===== config.mk =====
export PLATFORM = sky130hd
export DESIGN_NAME = icarus_work_sender
export DESIGN_NICKNAME = d
export VERILOG_FILES = /design/src/rtl/icarus_pkg.sv /design/src/rtl/icarus_uart_rx.sv /design/src/rtl/icarus_work_sender.sv
export SDC_FILE = /design/constraint.sdc
export NUM_CORES = 1
export LEC_CHECK = 0
export BUFFER_PORTS_ARGS = -buffer_cell sky130_fd_sc_hd__buf_2
export CORE_MARGIN = 2
export CORE_UTILIZATION = 50
export DETAILED_ROUTE_END_ITERATION = 12
export PLACE_DENSITY_LB_ADDON = 0.05
export SLEW_MARGIN = 0
export SYNTH_ARGS = -nofsm -noshare
export SYNTH_HDL_FRONTEND = slang
export SYNTH_HIERARCHICAL = 1
export SYNTH_SLANG_ARGS = --single-unit

===== constraint.sdc =====
create_clock -name clk -period 2.2 [get_ports clk]
set_clock_uncertainty 0.15 [all_clocks]
set_input_delay 0 -clock clk [delete_from_list [all_inputs] [get_ports clk]]
set_output_delay 0 -clock clk [all_outputs]
set_load 0.02 [all_outputs]

===== src/rtl/icarus_pkg.sv =====
`default_nettype none
// +----------------------------------------------------------------------+
// | icarus_pkg : shared constants, helpers and encodings for the sender   |
// | Revision   : 1.0                                                      |
// +----------------------------------------------------------------------+
package icarus_pkg;

  localparam int NONCE_BYTES     = 4;
  localparam int UART_FRAME_BITS = 10;

  typedef enum logic [2:0] {
    ST_IDLE     = 3'd0,
    ST_TX_START = 3'd1,
    ST_TX_DATA  = 3'd2,
    ST_TX_STOP  = 3'd3,
    ST_RX_WAIT  = 3'd4
  } tx_state_t;

  function automatic int calc_clks_per_bit(input int clk_freq, input int baud);
    return clk_freq / baud;
  endfunction

endpackage
`default_nettype wire


===== src/rtl/icarus_uart_rx.sv =====
`default_nettype none
// +----------------------------------------------------------------------+
// | icarus_uart_rx : free-running 8N1 receiver with byte strobe/frame err |
// | Revision       : 1.0                                                  |
// +----------------------------------------------------------------------+
module icarus_uart_rx
  import icarus_pkg::*;
#(
  parameter int CLKS_PER_BIT = 868
) (
  input  logic       clk,
  input  logic       reset_n,
  input  logic       i_rxd,
  output logic [7:0] o_data,
  output logic       o_valid,
  output logic       o_frame_err
);

  localparam int              c_CW        = $clog2(CLKS_PER_BIT);
  localparam logic [c_CW-1:0] c_FULL_LAST = c_CW'(CLKS_PER_BIT - 1);
  localparam logic [c_CW-1:0] c_HALF_LAST = c_CW'(CLKS_PER_BIT / 2 - 1);
  localparam logic [2:0]      c_LAST_BIT  = 3'(UART_FRAME_BITS - 3);

  typedef enum logic [2:0] {
    RX_IDLE      = 3'd0,
    RX_START     = 3'd1,
    RX_DATA      = 3'd2,
    RX_STOP      = 3'd3,
    RX_WAIT_HIGH = 3'd4
  } rx_state_t;

  rx_state_t       r_state, w_state_nxt;
  logic [1:0]      r_sync;
  logic            r_rx_prev;
  logic [c_CW-1:0] r_cnt, w_cnt_nxt;
  logic [2:0]      r_bit, w_bit_nxt;
  logic [7:0]      r_shift, w_shift_nxt;
  logic            r_valid, w_valid_nxt;
  logic            r_err, w_err_nxt;
  logic            w_rx, w_fall, w_full;

  assign w_rx   = r_sync[1];
  assign w_fall = r_rx_prev & ~w_rx;
  assign w_full = (r_cnt == c_FULL_LAST);

  always_ff @(posedge clk or negedge reset_n) begin
    if (!reset_n) begin
      r_sync    <= 2'b11;
      r_rx_prev <= 1'b1;
      r_state   <= RX_IDLE;
      r_cnt     <= '0;
      r_bit     <= '0;
      r_shift   <= '0;
      r_valid   <= 1'b0;
      r_err     <= 1'b0;
    end else begin
      r_sync    <= {r_sync[0], i_rxd};
      r_rx_prev <= w_rx;
      r_state   <= w_state_nxt;
      r_cnt     <= w_cnt_nxt;
      r_bit     <= w_bit_nxt;
      r_shift   <= w_shift_nxt;
      r_valid   <= w_valid_nxt;
      r_err     <= w_err_nxt;
    end
  end

  always_comb begin
    w_state_nxt = r_state;
    w_cnt_nxt   = r_cnt;
    w_bit_nxt   = r_bit;
    w_shift_nxt = r_shift;
    w_valid_nxt = 1'b0;
    w_err_nxt   = 1'b0;
    case (r_state)
      RX_IDLE: begin
        if (w_fall) begin
          w_state_nxt = RX_START;
          w_cnt_nxt   = '0;
        end
      end
      RX_START: begin
        // Re-check half a bit in; a short glitch is back high by now.
        if (r_cnt == c_HALF_LAST) begin
          w_cnt_nxt   = '0;
          w_bit_nxt   = '0;
          w_state_nxt = w_rx ? RX_IDLE : RX_DATA;
        end else begin
          w_cnt_nxt = r_cnt + 1'b1;
        end
      end
      RX_DATA: begin
        if (w_full) begin
          w_cnt_nxt   = '0;
          w_shift_nxt = {w_rx, r_shift[7:1]};
          if (r_bit == c_LAST_BIT) w_state_nxt = RX_STOP;
          else                     w_bit_nxt   = r_bit + 1'b1;
        end else begin
          w_cnt_nxt = r_cnt + 1'b1;
        end
      end
      RX_STOP: begin
        if (w_full) begin
          w_cnt_nxt = '0;
          if (w_rx) begin
            w_valid_nxt = 1'b1;
            w_state_nxt = RX_IDLE;
          end else begin
            w_err_nxt   = 1'b1;
            w_state_nxt = RX_WAIT_HIGH;
          end
        end else begin
          w_cnt_nxt = r_cnt + 1'b1;
        end
      end
      RX_WAIT_HIGH: begin
        if (w_rx) w_state_nxt = RX_IDLE;
      end
      default: w_state_nxt = RX_IDLE;
    endcase
  end

  assign o_data      = r_shift;
  assign o_valid     = r_valid;
  assign o_frame_err = r_err;

endmodule
`default_nettype wire


===== src/rtl/icarus_work_sender.sv =====
`default_nettype none
// +----------------------------------------------------------------------+
// | icarus_work_sender : serializes one work packet, collects the nonce   |
// | Revision           : 1.0                                              |
// +----------------------------------------------------------------------+
module icarus_work_sender
  import icarus_pkg::*;
#(
  parameter int CLK_FREQ     = 100000000,
  parameter int BAUD         = 115200,
  parameter int CLKS_PER_BIT = calc_clks_per_bit(CLK_FREQ, BAUD),
  parameter int WORK_BYTES   = 64,
  parameter int TIMEOUT_CLKS = 100000000
) (
  input  logic                    clk,
  input  logic                    reset_n,
  input  logic [8*WORK_BYTES-1:0] work_data,
  input  logic                    work_valid,
  output logic                    work_ready,
  output logic                    txd,
  input  logic                    rxd,
  output logic [31:0]             nonce,
  output logic                    nonce_valid,
  output logic                    timeout,
  output logic                    busy
);

  localparam int               c_CW        = $clog2(CLKS_PER_BIT);
  localparam int               c_BCW       = (WORK_BYTES > 1) ? $clog2(WORK_BYTES) : 1;
  localparam int               c_TOW       = $clog2(TIMEOUT_CLKS + 1);
  localparam logic [c_CW-1:0]  c_CPB_LAST  = c_CW'(CLKS_PER_BIT - 1);
  localparam logic [c_BCW-1:0] c_BYTE_LAST = c_BCW'(WORK_BYTES - 1);
  localparam logic [c_TOW-1:0] c_TO_LAST   = c_TOW'(TIMEOUT_CLKS - 1);
  localparam logic [2:0]       c_BIT_LAST  = 3'(UART_FRAME_BITS - 3);
  localparam logic [1:0]       c_NB_LAST   = 2'(NONCE_BYTES - 1);

  tx_state_t               r_state, w_state_nxt;
  logic [8*WORK_BYTES-1:0] r_shift, w_shift_nxt;
  logic [c_CW-1:0]         r_clk_cnt, w_clk_cnt_nxt;
  logic [2:0]              r_bit_idx, w_bit_idx_nxt;
  logic [c_BCW-1:0]        r_byte_cnt, w_byte_cnt_nxt;
  logic [c_TOW-1:0]        r_to_cnt, w_to_cnt_nxt;
  logic [1:0]              r_rx_cnt, w_rx_cnt_nxt;
  logic [23:0]             r_asm, w_asm_nxt;
  logic [31:0]             r_nonce, w_nonce_nxt;
  logic                    r_nonce_valid, w_nonce_valid_nxt;
  logic                    r_timeout, w_timeout_nxt;
  logic                    w_bit_end;
  logic [7:0]              w_rx_data;
  logic                    w_rx_valid, w_rx_frame_err;

  icarus_uart_rx #(
    .CLKS_PER_BIT (CLKS_PER_BIT)
  ) u_rx (
    .clk         (clk),
    .reset_n     (reset_n),
    .i_rxd       (rxd),
    .o_data      (w_rx_data),
    .o_valid     (w_rx_valid),
    .o_frame_err (w_rx_frame_err)
  );

  assign w_bit_end = (r_clk_cnt == c_CPB_LAST);

  always_ff @(posedge clk or negedge reset_n) begin
    if (!reset_n) begin
      r_state       <= ST_IDLE;
      r_shift       <= '0;
      r_clk_cnt     <= '0;
      r_bit_idx     <= '0;
      r_byte_cnt    <= '0;
      r_to_cnt      <= '0;
      r_rx_cnt      <= '0;
      r_asm         <= '0;
      r_nonce       <= '0;
      r_nonce_valid <= 1'b0;
      r_timeout     <= 1'b0;
    end else begin
      r_state       <= w_state_nxt;
      r_shift       <= w_shift_nxt;
      r_clk_cnt     <= w_clk_cnt_nxt;
      r_bit_idx     <= w_bit_idx_nxt;
      r_byte_cnt    <= w_byte_cnt_nxt;
      r_to_cnt      <= w_to_cnt_nxt;
      r_rx_cnt      <= w_rx_cnt_nxt;
      r_asm         <= w_asm_nxt;
      r_nonce       <= w_nonce_nxt;
      r_nonce_valid <= w_nonce_valid_nxt;
      r_timeout     <= w_timeout_nxt;
    end
  end

  always_comb begin
    w_state_nxt       = r_state;
    w_shift_nxt       = r_shift;
    w_clk_cnt_nxt     = r_clk_cnt;
    w_bit_idx_nxt     = r_bit_idx;
    w_byte_cnt_nxt    = r_byte_cnt;
    w_to_cnt_nxt      = r_to_cnt;
    w_rx_cnt_nxt      = r_rx_cnt;
    w_asm_nxt         = r_asm;
    w_nonce_nxt       = r_nonce;
    w_nonce_valid_nxt = 1'b0;
    w_timeout_nxt     = 1'b0;
    case (r_state)
      ST_IDLE: begin
        if (work_valid) begin
          w_shift_nxt    = work_data;
          w_clk_cnt_nxt  = '0;
          w_byte_cnt_nxt = '0;
          w_state_nxt    = ST_TX_START;
        end
      end
      ST_TX_START: begin
        w_clk_cnt_nxt = w_bit_end ? '0 : r_clk_cnt + 1'b1;
        if (w_bit_end) begin
          w_bit_idx_nxt = '0;
          w_state_nxt   = ST_TX_DATA;
        end
      end
      ST_TX_DATA: begin
        w_clk_cnt_nxt = w_bit_end ? '0 : r_clk_cnt + 1'b1;
        if (w_bit_end) begin
          w_shift_nxt = {1'b0, r_shift[8*WORK_BYTES-1:1]};
          if (r_bit_idx == c_BIT_LAST) w_state_nxt   = ST_TX_STOP;
          else                         w_bit_idx_nxt = r_bit_idx + 1'b1;
        end
      end
      ST_TX_STOP: begin
        w_clk_cnt_nxt = w_bit_end ? '0 : r_clk_cnt + 1'b1;
        if (w_bit_end) begin
          if (r_byte_cnt == c_BYTE_LAST) begin
            w_rx_cnt_nxt = '0;
            w_to_cnt_nxt = '0;
            w_state_nxt  = ST_RX_WAIT;
          end else begin
            w_byte_cnt_nxt = r_byte_cnt + 1'b1;
            w_state_nxt    = ST_TX_START;
          end
        end
      end
      ST_RX_WAIT: begin
        w_to_cnt_nxt = r_to_cnt + 1'b1;
        // A completing byte takes priority over window expiry on the same cycle.
        if (w_rx_valid && !w_rx_frame_err) begin
          if (r_rx_cnt == c_NB_LAST) begin
            w_nonce_nxt       = {w_rx_data, r_asm};
            w_nonce_valid_nxt = 1'b1;
            w_state_nxt       = ST_IDLE;
          end else begin
            case (r_rx_cnt)
              2'd0:    w_asm_nxt[7:0]   = w_rx_data;
              2'd1:    w_asm_nxt[15:8]  = w_rx_data;
              default: w_asm_nxt[23:16] = w_rx_data;
            endcase
            w_rx_cnt_nxt = r_rx_cnt + 1'b1;
          end
        end else if (r_to_cnt == c_TO_LAST) begin
          w_timeout_nxt = 1'b1;
          w_state_nxt   = ST_IDLE;
        end
      end
      default: w_state_nxt = ST_IDLE;
    endcase
  end

  always_comb begin
    case (r_state)
      ST_TX_START: txd = 1'b0;
      ST_TX_DATA:  txd = r_shift[0];
      default:     txd = 1'b1;
    endcase
  end

  assign work_ready  = (r_state == ST_IDLE);
  assign busy        = (r_state != ST_IDLE);
  assign nonce       = r_nonce;
  assign nonce_valid = r_nonce_valid;
  assign timeout     = r_timeout;

endmodule
`default_nettype wire


# ---- Yosys cells after proc, flatten, opt, wreduce, memory -nomap -nowiden
# Index checks and enable logic that the tools add are counted.
dict set report word_totals {
  regBits 650
  in_bits 516
  word_cells 161
  out_inout_bits 37
}
dict set report op_classes {
  bitwise 4
  eq_ne 36
  addsub 7
  muxes 62
  n_reduce_logical 31
}
# op count
set op_table {}
lappend op_table {{2-to-1 mux 512 bit} 2}
lappend op_table {{one-hot mux 512 bit (2 select lines)} 1}
lappend op_table {{2-to-1 mux 3 bit} 22}
lappend op_table {{2-to-1 mux 27 bit} 2}
lappend op_table {{one-hot mux 27 bit (2 select lines)} 1}
lappend op_table {{2-to-1 mux 10 bit} 5}
lappend op_table {{one-hot mux 10 bit (3 select lines)} 1}
lappend op_table {{one-hot mux 3 bit (5 select lines)} 2}
lappend op_table {{adder 27 x 1 -> 27 bit, second input constant} 1}
lappend op_table {{equality test 27 bit, second input constant} 1}
lappend op_table {{AND reduction 4 bit} 6}
lappend op_table {{!= test 2 bit, second input constant} 11}
lappend op_table {{adder 10 x 1 -> 10 bit, second input constant} 2}
lappend op_table {{equality test 10 bit, second input constant} 2}
lappend op_table {{one-hot mux 10 bit (2 select lines)} 1}
lappend op_table {{2-to-1 mux 6 bit} 3}
lappend op_table {{equality test 3 x 2 -> 1 bit, second input constant} 4}
lappend op_table {{equality test 3 bit, second input constant} 4}
lappend op_table {{2-to-1 mux 1 bit} 12}
lappend op_table {{!= test 2 x 1 -> 1 bit, second input constant} 6}
lappend op_table {{one-hot mux 3 bit (2 select lines)} 2}
lappend op_table {{one-hot mux 6 bit (2 select lines)} 1}
lappend op_table {{nonzero test 2 bit} 6}
lappend op_table {{equality test 10 x 9 -> 1 bit, second input constant} 1}
lappend op_table {{25 further kinds} 41}

# ---- Logic depth before layout (Yosys ltp)
# Gate-level depths: netlist of run 1.
dict set report depth {
  ltp_word 4
  depth_mapped 9
  mapped_depth_nobuf 6
}

# ---- By module
# The synthesis of run 1 kept the hierarchy.
# module n_inst area_per_inst_um2 cells_each
set by_module_without_submodules {}
lappend by_module_without_submodules {icarus_work_sender 1 27891.8 3244}
lappend by_module_without_submodules {icarus_uart_rx 1 1483.9 130}

# ---- Worst setup path after synthesis of run 1
# OpenSTA, ideal clock, no wires.
dict set report synth_timing {
  path_type {register to register}
  from {reg r_state[1] (netlist name)}
  to {reg r_shift[103]}
  setup_time_ps 130
  path_slack_ps -244
  synth_period_minus_slack_ps 2444
  stages_incl_launch_ff 9
  arrival_time_ps 2165
  path_cell_list {dfrtp_1 clkbuf_1 nor3_1 nand2_1 o21ai_4 buf_6 buf_4 buf_2 a31oi_1}
}
# element line_no
set synth_rtl {}
lappend synth_rtl {{to (signal assigned)} icarus_work_sender.sv:80} ;# r_shift <= w_shift_nxt;
lappend synth_rtl {{to (decl)} icarus_work_sender.sv:38} ;# logic [8*WORK_BYTES-1:0] r_shift, w_shift_nxt;

# ---- Worst setup path in the final report of run 1
dict set report layout_timing {
  from {reg r_clk_cnt[4]}
  to {reg r_shift[161]}
}
dict set report layout_between {
  elab_chain_len 3
}
# element line_no
set layout_lines {}
lappend layout_lines {{from (decl)} icarus_work_sender.sv:39} ;# logic [c_CW-1:0] r_clk_cnt, w_clk_cnt_nxt;
lappend layout_lines {{from (signal assigned)} icarus_work_sender.sv:81} ;# r_clk_cnt <= w_clk_cnt_nxt;
lappend layout_lines {{equality test 10 bit} icarus_work_sender.sv:63} ;# assign w_bit_end = (r_clk_cnt == c_CPB_LAST);
lappend layout_lines {{!= test 2 bit (no source line)} n/a}
lappend layout_lines {{AND reduction 3 bit (no source line)} n/a}
# Every way passes these cells.
# A chain may end at the register's enable or synchronous reset.

==> results of run 1 <==
-- flip-flops by register name, indices dropped and copies added (netlist names) --
name              cells
nonce                32
nonce_valid           1
r_asm                24
r_bit_idx             3
r_byte_cnt            6
r_clk_cnt            10
r_rx_cnt              2
r_shift             512
r_state               3
r_to_cnt             27
timeout               1
u_rx/o_data           8
u_rx/o_frame_err      1
u_rx/o_valid          1
u_rx/r_bit            3
u_rx/r_cnt           10
u_rx/r_rx_prev        1
u_rx/r_state          3
u_rx/r_sync           2
-- logic make-up (layout without fill, tap and decap cells) --
group | Yosys count | count (layout) | synth area share (%)
AOI/OAI and AO/OA | 637 | 637 | 13.7
buffers and inverters | 270 | 1375 | 4.37
adders and majority gates | 13 | 13 | 0.554
muxes | 69 | 69 | 2.62
and+or+nand+nor | 1729 | 1729 | 23.1
DFF | 650 | 650 | 55.4
other | 0 | 14 | 0
xor gates and xnor gates | 6 | 6 | 0.179
-- Yosys cell counts (6+ instances only) --
master / count / area, µm²
nand3_1: 26 / 130
o21ai_0: 41 / 205
buf_2: 75 / 375
nand2b_1: 7 / 43.8
nor2_1: 542 / 2030
and2_1: 6 / 37.5
and4_1: 6 / 52.6
o21ai_1: 9 / 45.0
inv_1: 17 / 63.8
o211ai_1: 8 / 60.1
a21oi_1: 17 / 85.1
nor3_1: 11 / 55.1
ha_1: 13 / 163
mux2_2: 64 / 721
buf_4: 45 / 338
a31oi_1: 532 / 3330
and3_1: 11 / 68.8
dfrtp_1: 647 / 16200
nand4_1: 16 / 100
clkbuf_1: 131 / 492
nand2_1: 1077 / 4040
-- stage by stage --
| stage | instances | util, % | worst slack, ns |
|---|---|---|---|
| floorplan | 3374 | - | 0.0196 |
| finish | 5258 | 71.8 | -0.253 |
| global route | 5252 | 71.8 | -0.260 |
| global placement | 4577 | 58.0 | -0.0966 |
| detailed placement | 4577 | 58.0 | -0.163 |
| CTS | 5224 | 71.2 | -0.141 |
-- repair_timing --
item                                   4_1_cts  5_1_grt
hold buffers                               518        0
setup endpoints to repair                  455      553
endpoints found under the hold margin     1177        0
cloned                                       3        5
pin swaps                                    0        3
buffers inserted                             3       16
gates resized for setup                     16       26
-- power by group --
| group | internal, mW | total (mW) | switching (mW) | leakage, nW |
|---|---|---|---|---|
| clock | 6.85 | 11.7 | 4.87 | 1.12 |
| sequential | 15.5 | 17.5 | 2.06 | 7.36 |
| combinational | 4.66 | 9.62 | 4.96 | 10.4 |
| total | 27.0 | 38.9 | 11.9 | 18.9 |
-- path summary, 6_finish.rpt --
| path | from | endpoint | slack (ns) |
|---|---|---|---|
| min | work_data[271] | r_shift[271] | 0.05 |
| min in group asynchronous | reset_n | nonce[12] | 0.52 |
| min reg2reg | u_rx/r_sync[0] | u_rx/r_sync[1] | 0.22 |
| max in group asynchronous | reset_n | r_shift[451] | 0.85 |
| max | r_clk_cnt[4] | r_shift[161] | -0.25 |
| max reg2reg | r_clk_cnt[4] | r_shift[161] | -0.25 |
-- cell type report --
class,count,share of cell area (%)
Sequential cell,650,39.1
Multi-Input combinational cell,2454,28.6
Timing Repair Buffer,1235,24.3
Clock buffer,109,5.17
Tap cell,765,2.30
Clock inverter,14,0.289
Inverter,17,0.153
Antenna cell,14,0.0842
-- routing by layer --
metal | share of wire [%] | wire length [µm] | GRT usage (%)
met1 | 39 | 38700 | 40.5
met2 | 46 | 45800 | 49.1
met3 | 8.6 | 8540 | 9.00
met4 | 6.4 | 6320 | 18.9
met5 | 0.046 | 46 | 0.245
-- worst min-delay path: stages --
cell           delay [ns]
dlygate4sd3_1        0.53
buf_2                0.12
nand2_1              0.05
a31oi_1              0.08
==> flow_metrics.tcl, run 1 <==
set metrics [dict create \
    critPathTopFamily "simple AND/OR/NAND/NOR gates" \
    cts.sinks 650 \
    whs_ns 0.0494 \
    ys_ff_latch 650 \
    p_per_area_mw_per_mm2 934 \
    crit_arrival_ns 2.78 \
    relSlewSlack_pct 47.5 \
    required_ns 2.53 \
    place_hpwl_mm 57.1 \
    dr.pass1.iters 6 \
    io_pins 553 \
    final_cell_mix "1075 x nand2_1, 647 x dfrtp_1, 551 x buf_2" \
    ant_nets 0 \
    clkTransAtPathRegs_ns 0.07 \
    wirelength_mm 99.5 \
    synth.distinct_cells 61 \
    dieHeight_um 246 \
    rows 88 \
    syn-num-nets 3903 \
    drc 0 \
    final.period_utilization_pct 112 \
    worst-path-buf-inv 3 \
    hp-class "in -> reg" \
    fin_area_mm2 0.0416 \
    drt_iter0_drc 2618 \
    drive_gt1_share_pct 20.5 \
    cts_tree "done" \
    max_slew.worst_pin.slew_ns 0.787 \
    multi_input_area_mm2 0.0119 \
    path_common_cell "buf_12" \
    synthFlopType "dfrtp_1" \
    syn_avg_cell_area_um2 8.71 \
    clock.fmax_mhz 408 \
    ff2ff_path_depth 8 \
    max_cap_violations 0 \
    yosysSeqAreaShare_pct 55.4 \
    post_dp_cell_area_mm2 0.0336 \
    fin_tns_setup_ns -33.81 \
    portBuffers 552 \
    grt_overflow 0 \
    die-area_mm2 0.0607 \
    worstSetupPathDepth 8 \
    core_area_mm2 0.0579 \
    crit_slowest_cell "or3_4" \
    gp_congestion 0.845 \
    layout_min_cycle_time_ns 2.45 \
    cts_root_buf "clkbuf_16" \
    synth_warnings 6 \
    final_max_slew_viol_count 0 \
    viasPerCell 5.68 \
    layout_commonest_cell "nand2_1" \
    die_w_um 246 \
    area.growth.synth_to_final_pct 41.7 \
    cp_max_fo 29 \
    status "complete, but fails checks" \
    fill_cells 4061 \
    ir_worst_vdd_v 0.000627 \
    violations "negative setup slack" \
    vias 29848 \
    rsz0062_at_grt "true" \
    antenna_found_initial 12 \
    fin_nets 4957 \
    insertion_delay_ns 0.60 \
    wire_per_inst_um 18.9 \
    register_area_mm2 0.0163 \
    grt_max_degree 181 \
    grt_first_pass_wirelength_mm 154 \
    path_class "reg -> reg" \
    worstHoldPathCells 4 \
    power_mw 38.9 \
    hold_viol_final 0 \
    startpoint_type "flip-flop" \
    grt_pass1_vias 29421 \
    synth_area_mm2 0.0294 \
    htree_levels 3 \
    synth_edf_count 0 \
    end_kind "flip-flop" \
    numCtsBuffers 70 \
    cp_slowest_stage_delay_ns 0.38 \
    path_cells "or3_4 > or3_4 > o21ai_4 > buf_12 > buf_12 > buf_12 > nor2_1 > a31oi_1" \
    grt.total_usage_pct 32.0 \
    cts_buffer_depth 3 \
    start_util_pct 50.7 \
    power_leakage_nw 18.9 \
    synth_async_sr_flop_share_pct 100 \
    worst_slack_ns -0.253 \
    final-setup-viol-count 477 \
    syn_inst 3374 \
]
No activity file was read; power rests on OpenSTA's default activity.
==> run 2, diff against run 1 <==
- SYNTH_HIERARCHICAL: 1 -> default
==> run 2 against run 1 <==
Net effect: the flow still finishes with violations (negative setup slack); synthesized cell count is essentially flat; total power grew 26%; register-to-register slack lost 0.34 ns; area after synthesis shrank 0.67%; worst setup slack lost 0.34 ns; count of clock-buffer cells in the layout shrank 1; critical path type unchanged; critical endpoint is now r_shift[388]; largest cell class unchanged; largest power group unchanged.
==> flow_metrics.tcl, run 2 <==
set metrics [dict create \
    status "complete, but fails checks" \
    violations "negative setup slack" \
    cts_tree "done" \
    synthFlopType "dfrtp_1" \
    cts_buffer_depth 3 \
    insertion_delay_ns 0.61 \
    gp_congestion 0.896 \
    fin_tns_setup_ns -191.15 \
    grt_overflow 0 \
    ir_worst_vdd_v 0.000715 \
    area.growth.synth_to_final_pct 54.5 \
    synth_warnings 0 \
    worst_slack_ns -0.595 \
    cts_root_buf "clkbuf_16" \
    synth_async_sr_flop_share_pct 100 \
    hold_start "work_data[493]" \
    end_kind "flip-flop" \
    syn_inst 3373 \
    place_ws_ns -0.488 \
    power_mw 48.9 \
    crit_arrival_ns 3.12 \
    yosysTopAreaCell "dfrtp_1" \
    cp_slowest_stage_delay_ns 0.46 \
    cp_max_fo 7 \
    wire_per_inst_um 21.8 \
    dr_wl_met2_mm 55.1 \
    die-area_mm2 0.0603 \
    grt.total_usage_pct 34.3 \
    hp-class "in -> reg" \
    io_pins 553 \
    path_cells "ha_2 > or4b_4 > or3_4 > o21ai_4 > buf_4 > buf_12 > buf_16 > buf_12 > nor2_1 > a31oi_1" \
    layout_commonest_cell "nand2_1" \
    final.period_utilization_pct 127 \
    ant_nets 0 \
    die_w_um 246 \
    fin_area_mm2 0.0451 \
    wirelength_mm 117 \
    final_max_slew_viol_count 0 \
    place_hpwl_mm 58.9 \
    grt_first_pass_wirelength_mm 163 \
    max_cap_violations 0 \
    final_cell_mix "1079 x nand2_1, 647 x dfrtp_1, 551 x buf_2" \
    final-setup-viol-count 574 \
    drive_gt1_share_pct 25.7 \
    path_class "reg -> reg" \
    portBuffers 552 \
    hold_path_end "r_shift[493]" \
    synth_edf_count 0 \
    antenna_found_initial 23 \
    fin_nets 5079 \
    final_cell_count_no_fill 5394 \
    grt_max_degree 120 \
    synthTopCellsByCount "1080 x nand2_1, 647 x dfrtp_1, 554 x nor2_1, 518 x a31oi_1, 129 x clkbuf_1" \
    r2r_start "r_clk_cnt[1]" \
    required_ns 2.53 \
    hold_viol_final 0 \
    clkTransAtPathRegs_ns 0.07 \
    r2r-end "r_shift[388]" \
    startpoint_type "flip-flop" \
    dr.pass1.iters 10 \
    finish.utilization_pct 78.1 \
    rows 88 \
    cts.sinks 650 \
    met1_length_mm 42.1 \
    dr_wl_met3_mm 12.2 \
    ff2ff_path_depth 10 \
    rrSetupSlack_ns -0.60 \
    htree_levels 3 \
    power_leakage_nw 20.2 \
    layout_min_cycle_time_ns 2.80 \
    max_slew.worst_pin.slew_ns 0.547 \
    post_dp_cell_area_mm2 0.0338 \
    syn-num-nets 3902 \
    core_area_mm2 0.0577 \
    dieHeight_um 246 \
    synth_area_mm2 0.0292 \
    syn_avg_cell_area_um2 8.65 \
    start_util_pct 50.6 \
    rsz0062_at_grt "true" \
    grt_pass1_vias 30365 \
    synth.distinct_cells 57 \
    synth_area_leaders "dfrtp_1 55%, nand2_1 14%, a31oi_1 11%, nor2_1 7.1%, mux2_2 2.6%" \
    clock.fmax_mhz 358 \
    numCtsBuffers 71 \
    drt_iter0_drc 3749 \
    dp.cells 4612 \
    whs_ns 0.0466 \
    drc 0 \
    path_common_cell "buf_12" \
    p_per_area_mw_per_mm2 1080 \
    yosysSeqAreaShare_pct 55.8 \
    synth.most_common_cell "nand2_1" \
    max_flop_register "r_shift" \
    relSlewSlack_pct 63.2 \
    topRoutingLayerUsed "met5" \
    largest_reg_flops 512 \
    synth_top_area_share_pct 55.5 \
    worstHoldPathCells 4 \
    crit_slowest_cell "or4b_4" \
    ys_ff_latch 650 \
    viasPerCell 5.97 \
    vias 32211 \
]
-- run 2: cell types whose count changed after synthesis, moves of 7 or more --
cell	change
a31oi_1	-14
and3_1	-7
buf_2	+39
buf_4	-45
nor2_1	+12
nor4_1	+12
o21ai_0	+13
o21ai_1	-9
-- run 2: worst max path at each step --
| stage | cells past startpoint | from | end | slack, ns |
|---|---|---|---|---|
| floorplan | 9 | r_clk_cnt[0] | r_shift[0] | -0.28 |
| global placement | 8 | r_clk_cnt[1] | r_shift[151] | -0.39 |
| detailed placement | 8 | r_clk_cnt[1] | r_shift[443] | -0.49 |
| CTS | 10 | r_clk_cnt[0] | r_shift[412] | -0.40 |
| global route | 10 | r_clk_cnt[1] | r_shift[396] | -0.61 |
| finish | 10 | r_clk_cnt[1] | r_shift[388] | -0.60 |
-- run 2: timing repair --
item / in CTS / in global routing
gates cloned: 27 / 45
endpoints found under the setup margin: 582 / 594
gates resized for setup: 71 / 271
pin swaps: 1 / 0
hold buffers: 521 / 0
endpoints found under the hold margin: 1172 / 0
buffers inserted: 22 / 21
-- run 2: final cells by class --
class | count | area (µm²)
fill | 3411 | 12600
sequential | 650 | 16300
clock buffer | 108 | 2110
inverter | 12 | 45.0
tap | 765 | 957
clock inverter | 21 | 285
timing repair buffer | 1351 | 12400
multi-input combinational | 2464 | 12900
antenna | 23 | 57.6
-- run 2: power by group --
group          total, mW  switching [mW]  internal (mW)
Combinational       16.7            9.52           7.16
Clock               12.4            5.19           7.24
Sequential          19.7            3.28           16.5
-- run 2: worst max-delay path: cells and delay by family (launching register included) --
family,cells,cell delay [ns]
buf+inv,4,0.58
compound gates,2,0.53
simple gates,3,0.86
fa+ha+maj,1,0.18
flops,1,0.35
-- run 2: kinds of logic after synthesis --
group                    share of synthesized area (%)
AO/OA/AOI/OAI                                     13.3
XOR/XNOR                                         0.360
adder cells (fa/ha/maj)                          0.557
buffers and inverters                             3.85
flip-flops                                        55.8
multiplexers                                      2.79
AND/OR/NAND/NOR                                   23.4
-- run 2: metal layers --
layer | global-route usage [%] | up-vias
li1 | - | 13826
met1 | 44.5 | 15454
met2 | 53.9 | 2263
met3 | 8.10 | 656
met4 | 17.1 | 12
met5 | 0.735 | -
